==> src/rtl/serial_adder_pkg.sv <==
// Shared types and helpers for the bit-serial adder.
package serial_adder_pkg;

    typedef enum logic [0:0] {
        IDLE  = 1'b0,
        SHIFT = 1'b1
    } state_t;

    // Bit counter width; a one-bit adder still needs a one-bit counter.
    function automatic int unsigned cnt_width(input int unsigned w);
        return (w <= 1) ? 1 : $clog2(w);
    endfunction

endpackage

==> src/rtl/fa_cell.sv <==
// One-bit combinational full adder.
module fa_cell (
    input  logic a,
    input  logic b,
    input  logic ci,
    output logic s,
    output logic co
);

    assign s  = a ^ b ^ ci;
    assign co = (a & b) | (ci & (a ^ b));

endmodule

==> src/rtl/serial_adder.sv <==
// Bit-serial adder: streams operands LSB-first through one fa_cell.
// Optional SERIAL_ADDER_SUB_EN adds a sub input for A - B.
module serial_adder
    import serial_adder_pkg::*;
#(
    parameter int unsigned WIDTH = 8
) (
    input  logic             clk,
    input  logic             rst_n,
    input  logic             start,
    input  logic [WIDTH-1:0] A,
    input  logic [WIDTH-1:0] B,
    input  logic             cin,
`ifdef SERIAL_ADDER_SUB_EN
    input  logic             sub,
`endif
    output logic             busy,
    output logic             done,
    output logic [WIDTH-1:0] sum,
    output logic             cout
);

    localparam int unsigned CW = cnt_width(WIDTH);
    localparam logic [CW-1:0] LAST = CW'(WIDTH - 1);

    state_t state;
    state_t next_state;

    logic [WIDTH-1:0] a_sr;
    logic [WIDTH-1:0] b_sr;
    logic [WIDTH-1:0] s_sr;
    logic [WIDTH-1:0] s_next;
    logic [WIDTH-1:0] b_load;
    logic             carry;
    logic             carry_load;
    logic [CW-1:0]    cnt;
    logic             fa_s;
    logic             fa_co;
    logic             load_c;
    logic             shift_c;
    logic             last_c;

    // Subtraction is A + ~B + 1; cin is ignored in that mode.
`ifdef SERIAL_ADDER_SUB_EN
    assign b_load     = sub ? ~B : B;
    assign carry_load = sub ? 1'b1 : cin;
`else
    assign b_load     = B;
    assign carry_load = cin;
`endif

    fa_cell u_fa (
        .a  (a_sr[0]),
        .b  (b_sr[0]),
        .ci (carry),
        .s  (fa_s),
        .co (fa_co)
    );

    // New sum bit enters at the MSB so the LSB lands in bit 0 after WIDTH shifts.
    assign s_next = (s_sr >> 1) | (WIDTH'(fa_s) << (WIDTH - 1));

    always_ff @(posedge clk or negedge rst_n) begin
        if (!rst_n) begin
            state <= IDLE;
        end else begin
            state <= next_state;
        end
    end

    always_comb begin
        next_state = state;
        case (state)
            IDLE:    if (start) next_state = SHIFT;
            SHIFT:   if (cnt == LAST) next_state = IDLE;
            default: next_state = IDLE;
        endcase
    end

    always_comb begin
        load_c  = 1'b0;
        shift_c = 1'b0;
        last_c  = 1'b0;
        case (state)
            IDLE:  load_c = start;
            SHIFT: begin
                shift_c = 1'b1;
                last_c  = (cnt == LAST);
            end
            default: ;
        endcase
    end

    always_ff @(posedge clk or negedge rst_n) begin
        if (!rst_n) begin
            a_sr  <= '0;
            b_sr  <= '0;
            s_sr  <= '0;
            carry <= 1'b0;
            cnt   <= '0;
            busy  <= 1'b0;
            done  <= 1'b0;
            sum   <= '0;
            cout  <= 1'b0;
        end else begin
            done <= last_c;
            if (load_c) begin
                a_sr  <= A;
                b_sr  <= b_load;
                carry <= carry_load;
                cnt   <= '0;
                busy  <= 1'b1;
            end else if (shift_c) begin
                a_sr  <= a_sr >> 1;
                b_sr  <= b_sr >> 1;
                s_sr  <= s_next;
                carry <= fa_co;
                cnt   <= cnt + CW'(1);
                if (last_c) begin
                    sum  <= s_next;
                    cout <= fa_co;
                    busy <= 1'b0;
                end
            end
        end
    end

endmodule

==> config.mk <==
export PLATFORM = sky130hd
export DESIGN_NAME = serial_adder
export DESIGN_NICKNAME = d
export VERILOG_FILES = /design/src/rtl/serial_adder_pkg.sv /design/src/rtl/fa_cell.sv /design/src/rtl/serial_adder.sv
export SDC_FILE = /design/constraint.sdc
export NUM_CORES = 1
export LEC_CHECK = 0
export ABC_AREA = 1
export CORE_MARGIN = 10
export CORE_UTILIZATION = 30
export DETAILED_ROUTE_END_ITERATION = 10
export DONT_BUFFER_PORTS = 1
export PLACE_DENSITY = 0.48
export SLEW_MARGIN = 20
export SYNTH_ARGS = -nofsm -noshare
export SYNTH_HDL_FRONTEND = slang
export SYNTH_HIERARCHICAL = 1
export SYNTH_SLANG_ARGS = --single-unit
export TNS_END_PERCENT = 50
==> constraint.sdc <==
create_clock -name clk -period 2.5 [get_ports clk]
set_clock_uncertainty 0.2 [all_clocks]
set_input_delay 0.375 -clock clk [delete_from_list [all_inputs] [get_ports clk]]
set_output_delay 0.375 -clock clk [all_outputs]
set_load 0.03 [all_outputs]
==> results_dict.tcl, run 1 <==
set metrics [dict create \
    outcome "complete, no violations" \
    fin_setup_tns_ps 0 \
    drtIter0Drc 41 \
    crit_arrival_ps 1620 \
    timing.final.crit_period_ps 1640 \
    final_cells 246 \
    clock_latency_ps 290 \
    cpLargestDelayFamily "adder cells" \
    worstPathRequired_ps 2480 \
    clk_path_buf_depth 2 \
    syn-num-nets 198 \
    overflow 0 \
    path_cells "ha_1 > ha_1 > nand2_4 > clkinv_1 > nand2_1 > nand2_1" \
    top_layer_used "met4" \
    peakVddDrop_uv 406 \
    wl_per_cell_um 13.3 \
    hold_class "primary input to flip-flop" \
    p_total_mw 2.21 \
    numCtsBuffers 5 \
    path_class "flip-flop to flip-flop" \
    cp-start-kind "flip-flop" \
    synth_cells 175 \
    wl_met1_um 1400 \
    initial_core_util 0.317 \
    maxSlewViolCount 0 \
    sw_frac_of_total 0.390 \
    seq_power_share 0.544 \
    fp.dieH_um 94.1 \
    grt_max_degree 40 \
    met3_length_um 381 \
    gp_congestion 0.709 \
    port-buffer-count 0 \
    h-tree-depth 2 \
    min_period_over_period 0.657 \
    place_inst 236 \
    synth-seq-area-share 0.592 \
    antenna_cells 0 \
    reg2reg_slack_ps 860 \
    drive_above_1_share 0.0739 \
    cts_root_buf "clkbuf_8" \
    crit_fanout 17 \
    dieArea_sq_um 8860 \
    via_per_inst 4.51 \
    switchingPower_uw 863 \
    p_leak_nw 0.865 \
    crit_buf_inv 1 \
    met2WireLength_um 1420 \
    drc_errors 0 \
    drv_cap 0 \
    cp_slowest_cell "dfrtp_1" \
    tightest_slew_ps 539 \
    setup_violations 0 \
    placeableCoreArea_sq_um 5200 \
    vias 1110 \
    layout_commonest_cell "nand2_1" \
    die_x_um 94.1 \
    rows 26 \
    max_stage_delay_ps 400 \
    grt_pass1_wl_um 5690 \
    hold_viol 0 \
    grt.total_usage 0.0827 \
    areaGrowthSynthToFinish_pct 8.58 \
    drt.antenna.violating_nets 0 \
    final_cell_area_sq_um 1790 \
    postPlaceCellArea_sq_um 1660 \
    synth.avg_cell_area_sq_um 9.42 \
    netlist_area_sq_um 1650 \
    p_per_area_nw_per_um2 1240 \
    yosysWarnings 6 \
    synth_cell_types 17 \
    p_comb_frac 0.247 \
    clkSinkCount 39 \
    fin_nets 198 \
    cts_tree "done" \
    relSlewSlack 0.640 \
    intPower_mw 1.35 \
    cts_setup_buffers 0 \
    floorplan.io_pins 31 \
    drt_first_pass_iters 4 \
    grt_pass1_vias 1131 \
    rsz0062_at_grt "false" \
    ys_ff_latch 39 \
    dp_hpwl_um 2260 \
    antenna_found_initial 0 \
    pwr-share-clk 0.209 \
    crit_path_end_kind "flip-flop" \
    clk_pin_slew_ps 70 \
    max_freq_mhz 609 \
    layout_common_cells "nand2_1 (62), dfrtp_1 (39), nand3_1 (32)" \
    wirelength_um 3260 \
]
worst register-to-register path: cells and delay by family (launching register included):
family | cells | cell delay (ps)
fa+ha+maj | 2 | 410
flops | 1 | 400
buf+inv | 1 | 190
simple gates | 3 | 340
flip-flops by register name, indices dropped and copies added (netlist names):
name and cells:
state 1, cout 1, sum 8, carry 1
done 1, a_sr 8, cnt 3, b_sr 8
busy 1, s_sr 7
layout make-up:
type	count	area (sq um)
fill	562	3420
sequential	39	976
multi-input combinational	116	548
clock buffer	8	100
tap	70	87.6
inverter	10	40.0
timing repair buffer	3	37.5
routing by layer:
metal,global-route usage,vias to the layer above
met1,0.0946,506
met2,0.120,34
li1,-,562
met4,0.0380,0
met3,0.0496,8
met5,0,-
cell usage after synthesis (all sizes together):
library cell,n,share of area
nand3,32,0.097
ha,2,0.015
nand2,63,0.15
fa,1,0.012
inv,9,0.022
dfrtp,39,0.59
buf,10,0.051
clkinv,1,0.0023
nor2,2,0.0091
o21ai,15,0.046
a21oi,1,0.0053
path summary, 6_finish.rpt:
check / from / to / depth (start not counted)
worst min register to register: cnt[1] / cnt[1] / 2
worst max register to register: cnt[0] / sum[7] / 6
worst min-delay path: A[7] / a_sr[7] / 2
max in group asynchronous: rst_n / a_sr[2] / 2
worst max-delay path: cnt[0] / sum[7] / 6
min in group asynchronous: rst_n / sum[5] / 2
power by group through the flow:
| stage | sequential [mW] | clock, mW | combinational [mW] |
|---|---|---|---|
| floorplan | 1.15 | 0 | 0.540 |
| global placement | 1.22 | 0 | 0.528 |
| CTS | 1.22 | 0.478 | 0.560 |
| detailed placement | 1.23 | 0 | 0.539 |
| global route | 1.25 | 0.513 | 0.653 |
| finish | 1.20 | 0.462 | 0.546 |
through the flow:
stage | worst slack [ps] | utilization | hold slack (ps)
6_report | 857 | 0.344 | 23.8
5_1_grt | 702 | 0.344 | 8.33
4_1_cts | 839 | 0.344 | 13.9
3_5_place_dp | 848 | 0.319 | -119
3_3_place_gp | 849 | 0.319 | -119
2_1_floorplan | 1080 | - | -121
cells by family after synthesis:
group,count (synthesis),share of synthesized area
AND/OR/NAND/NOR,97,0.254
adder cells (fa/ha/maj),3,0.0273
flip-flops,39,0.592
AO/OA/AOI/OAI,16,0.0509
buffers and inverters,20,0.0752
timing repair:
action,in CTS,in global routing
endpoints found under the hold margin,39,0
hold buffers,2,0
endpoints found under the setup margin,0,0
resized for setup,0,0
Note: power is estimated with default switching activity, not from simulation.
==> inputs of run 2 (changes only) <==
Clock period 2.5 ns to 1.64 ns, I/O delays scaled along.
==> results_dict.tcl, run 2 (synthesis results as in run 1) <==
set metrics [dict create \
    outcome "complete, but fails checks" \
    failed_checks "negative hold slack" \
    path_class "flip-flop to flip-flop" \
    drc_errors 0 \
    num-fill-cells 547 \
    areaGrowthSynthToFinish_pct 18.8 \
    r2r_start "cnt[0]" \
    layout_common_cells "nand2_1 (62), dfrtp_1 (39), nand3_1 (32)" \
    p_leak_nw 0.938 \
    reg_top3 "a_sr x8, b_sr x8, sum x8" \
    fp.dieH_um 94.1 \
    cp-start-kind "flip-flop" \
    setup_violations 0 \
    crit_arrival_ps 1460 \
    hold_class "primary input to flip-flop" \
    numCtsBuffers 5 \
    cts_resized 0 \
    worstPathRequired_ps 1610 \
    port-buffer-count 0 \
    drtIter0Drc 16 \
    maxSlewViolCount 0 \
    h-tree-depth 2 \
    floorplan.io_pins 31 \
    dieArea_sq_um 8860 \
    clock_latency_ps 290 \
    min_to "b_sr[7]" \
    drt.antenna.violating_nets 0 \
    dp_hpwl_um 2310 \
    wl_per_cell_um 12.5 \
    via_per_inst 4.56 \
    final_cell_area_sq_um 1960 \
    antenna_found_initial 0 \
    crit_path_end_kind "flip-flop" \
    grt.total_usage 0.0836 \
    gp_congestion 0.699 \
    postPlaceCellArea_sq_um 1690 \
    grt_max_degree 40 \
    rsz0062_at_grt "false" \
    r2r_end "cout" \
    rows 26 \
    hold_ws_ps -106 \
    clk_path_buf_depth 2 \
    grt_pass1_vias 1257 \
    crit_fanout 5 \
    max_freq_mhz 671 \
    layout_commonest_cell "nand2_1" \
    fin_setup_tns_ps 0 \
    min_path_cells 2 \
    drive_above_1_share 0.0785 \
    cts_tree "done" \
    antenna_cells 0 \
    drt_first_pass_iters 4 \
    relSlewSlack 0.695 \
    fin_nets 214 \
    clk_pin_slew_ps 80 \
    tightest_slew_ps 456 \
    vias 1189 \
    min_period_over_period 0.908 \
    grt_pass1_wl_um 5800 \
    drv_cap 0 \
    placeableCoreArea_sq_um 5200 \
    postCtsHoldBufs 15 \
    reg2reg_slack_ps 150 \
    cts_root_buf "clkbuf_8" \
    p_per_area_nw_per_um2 1810 \
    die_x_um 94.1 \
    min_from "start" \
    clkSinkCount 39 \
    hold_viol 21 \
    timing.final.crit_period_ps 1490 \
    peakVddDrop_uv 628 \
    wirelength_um 3270 \
    overflow 0 \
    worstRegToRegCells 6 \
    initial_core_util 0.317 \
]
run 2: metal layers:
layer	vias to the layer above	global-route usage	routed length (um)
met5	-	0	0
met2	31	0.126	1480
met1	558	0.0958	1450
li1	592	-	-
met3	8	0.0392	266
met4	0	0.0456	67
run 2: cell type report:
cell class	count	area, sq um	area share
clock buffers	6	72.6	0.0371
repair buffers	19	203	0.104
multi-input cells	116	548	0.280
flip-flops and latches	39	976	0.499
inverters	10	40.0	0.0205
well taps	70	87.6	0.0448
clock inverters	1	30.0	0.0153
run 2: stage by stage:
step                worst slack [ps]   util  hold WS, ps  instances  power, mW
CTS                              128  0.376         -112        261       3.61
global route                    64.2  0.376         -106        261       3.85
floorplan                        218      -         -250        175       2.57
detailed placement               157  0.325         -248        239       2.78
finish                           150  0.376         -106        261       3.54
global placement                 197  0.325         -247        239       2.74
run 2: worst max-delay path: stages (launching register included):
cell and delay, ps:
dfrtp_1 400, ha_1 200, ha_1 200, nand2_4 90, clkinv_1 150, nand2_1 90
nand2_1 50
run 2: worst max path at each step:
stage / from / end / depth (start not counted)
finish: cnt[0] / cout / 6
global route: cnt[0] / cout / 6
CTS: cnt[0] / sum[7] / 6
detailed placement: cnt[0] / sum[7] / 6
global placement: cnt[0] / sum[7] / 6
floorplan: cnt[0] / cout / 6
run 2: what timing repair did:
item                                   in CTS  in global routing
setup endpoints to repair                   0                  0
buffers inserted                            0                  0
endpoints found under the hold margin      60                 19
run 2: where the power goes:
group / total, mW / internal (mW) / switching, mW / leakage (nW)
clock network: 0.754 / 0.446 / 0.308 / 0.0513
logic: 0.963 / 0.406 / 0.557 / 0.381
registers: 1.82 / 1.35 / 0.478 / 0.505
==> RTL edit, RTL diff (config.mk and constraints of run 2) <==
Put one more register stage on the output `sum`, with the module's reset. The value now appears one clock later. The other outputs are not delayed to match.
--- a/src/rtl/serial_adder.sv
+++ b/src/rtl/serial_adder.sv
@@ -22,6 +22,8 @@
 
     localparam int unsigned CW = cnt_width(WIDTH);
     localparam logic [CW-1:0] LAST = CW'(WIDTH - 1);
+
+    logic [WIDTH-1:0] sum_s0;
 
     state_t state;
     state_t next_state;
@@ -100,7 +102,7 @@
             cnt   <= '0;
             busy  <= 1'b0;
             done  <= 1'b0;
-            sum   <= '0;
+            sum_s0 <= '0;
             cout  <= 1'b0;
         end else begin
             done <= last_c;
@@ -117,7 +119,7 @@
                 carry <= fa_co;
                 cnt   <= cnt + CW'(1);
                 if (last_c) begin
-                    sum  <= s_next;
+                    sum_s0 <= s_next;
                     cout <= fa_co;
                     busy <= 1'b0;
                 end
@@ -125,5 +127,13 @@
         end
     end
 
+    always_ff @(posedge clk or negedge rst_n) begin
+        if (!rst_n) begin
+            sum <= '0;
+        end else begin
+            sum <= sum_s0;
+        end
+    end
+
 endmodule
 
Formal check against the unedited RTL: not equivalent (a bounded check fails within 10 cycles, from zero or initial values and one cycle with rst_n low).
==> RTL edit against run 2 <==
Total power is 12% higher. Area after synthesis is 14% higher. Largest cell class unchanged. Global-route usage decreased by 0.62 points. Maximum frequency down 2.9%. Sequential power increased by 18%. Design area up 16%. Highest routed layer unchanged. Critical path depth fell by 3. Wire length grew 8.5%. Setup slack lost 0.044 ns. Final cell count grew 7.7%. Largest power group unchanged. Critical path type is now in -> reg. Sequential cell count rose by 8.
==> RTL edit: results (changes against run 2) <==
metric,value,unit,change
synth_common_cells,"nand2_1 (62), dfrtp_1 (47), nand3_1 (32), inv_1 (9)",,"was nand2_1 (62), dfrtp_1 (39), nand3_1 (32), inv_1 (8), o21ai_1 (8)"
gp_congestion,0.686,,was 0.699
gr-usage-met1,9.03,%,was 9.58%
cts_buffer_depth,2,,unchanged
clk_latency,0.30,ns,
grt_first_pass_wirelength,6230,um,was 5800 um
wl_met2,1580,um,was 1480 um
slowest_stage,dlygate4sd3_1,,was dfrtp_1
met2_usage,12.0,%,was 12.6%
track_usage,7.74,%,was 8.36%
r2r_end,a_sr[4]$_DFFE_PN0P_,,was cout$_DFFE_PN0P_
drt_iter0_drc,61,,was 16
wl_met1,1650,um,was 1450 um
cellLeakagePower,1.09,nW,was 0.938 nW
grt_max_degree,48,,was 40
yosys-top-cells-area,"dfrtp_1 (63%), nand2_1 (12%), nand3_1 (8.6%), o21ai_2 (3.3%), buf_6 (3.0%)",,"was dfrtp_1 (59%), nand2_1 (14%), nand3_1 (9.7%), buf_6 (3.4%), o21ai_1 (2.4%)"
vias,1257,,was 1189
dpl.hpwl,2390,um,was 2310 um
num-fill-cells,596,,was 547
reg2reg_from,state$_DFF_PN0_,,was cnt[0]$_DFFE_PN0P_
cp_data_arrival_time,1.57,ns,was 1.46 ns
holdWs,0.0489,ns,was -0.106 ns
cp-startpoint,start,,was cnt[0]$_DFFE_PN0P_
yosysWarnings,6,,unchanged
avgRoutedWirePerCell,12.6,um,was 12.5 um
endpoint,carry$_DFFE_PN0P_,,was cout$_DFFE_PN0P_
syn-num-nets,206,,was 198
p_int,2.51,mW,was 2.20 mW
io_buffer_count,0,,unchanged
pre_cts_slack,0.197,ns,was 0.157 ns
synthAdderAreaFrac,2.40,%,was 2.73%
drive_gt1_share,11.7,%,was 7.85%
ys_seq_area_share,62.8,%,was 59.2%
clk_pin_slew,0.08,ns,about the same
slew_headroom,54.4,%,was 69.5%
slowest_delay,0.98,ns,was 0.40 ns
ff2ff_setup_slack,0.19,ns,was 0.15 ns
synth_cells,183,,was 175
peakVddDrop,0.696,mV,was 0.628 mV
met3_usage,3.70,%,was 3.92%
reg2regPathDepth,3,,was 6
finalWorstSetupSlack,0.106,ns,was 0.150 ns
dp_cells,254,,was 239
wl_met3,286,um,was 266 um
status,finished clean,,was finished with violations
dpl_cell_area,1940,um2,was 1690 um2
synth-compound-area-share,5.68,%,was 5.09%
grt_pass1_vias,1326,,was 1257
fin_nets,229,,was 214
synth.mux.area_fraction,0,%,unchanged
## RTL edit: cell count changes after synthesis
cell	run 2	this run
a21oi_1	0	1
a21oi_2	1	0
buf_2	4	3
buf_4	1	2
clkinv_1	1	0
dfrtp_1	39	47
inv_1	8	9
o21ai_1	8	1
o21ai_2	0	7
## RTL edit: cell families (layout without fill, tap and decap cells)
family	after synthesis	in the layout
flops	47	47
simple gates	97	97
compound gates	16	16
buf+inv	20	43
fa+ha+maj	3	3
## RTL edit: worst min path at each step
stage / from / cells past startpoint / endpoint
after global routing: start / 4 / b_sr[7]$_DFFE_PN0P_
after floorplan: rst_n / 0 / a_sr[0]$_DFFE_PN0P_
after global placement: rst_n / 0 / sum[6]$_DFF_PN0_
after detailed placement: rst_n / 0 / sum[6]$_DFF_PN0_
final: start / 4 / b_sr[7]$_DFFE_PN0P_
after CTS: start / 4 / b_sr[7]$_DFFE_PN0P_
## RTL edit: timing repair
item,CTS,global route
hold buffers,20,0
buffers inserted,0,0
endpoints found under the hold margin,65,0
## RTL edit: critical path: cells and delay by family
kind / cells / cell delay (ns)
buf+inv: 1 / 0.98
simple gates: 2 / 0.35
## RTL edit: layout make-up
class                   instances  area, um2  share of cell area [%]
repair buffers                 26        275                    12.2
inverters                      10       40.0                    1.77
clock buffers                   5       68.8                    3.04
well taps                      75       93.8                    4.15
multi-input cells             116        571                    25.2
clock inverters                 2       37.5                    1.66
flip-flops and latches         47       1180                    52.0
## RTL edit: power groups by stage
stage / registers, mW / logic [mW] / clock network (mW)
3_5_place_dp: 2.17 / 0.977 / 0
6_report: 2.14 / 1.02 / 0.818
2_1_floorplan: 2.05 / 0.869 / 0
4_1_cts: 2.15 / 1.06 / 0.863
3_3_place_gp: 2.17 / 0.960 / 0
5_1_grt: 2.21 / 1.20 / 0.900
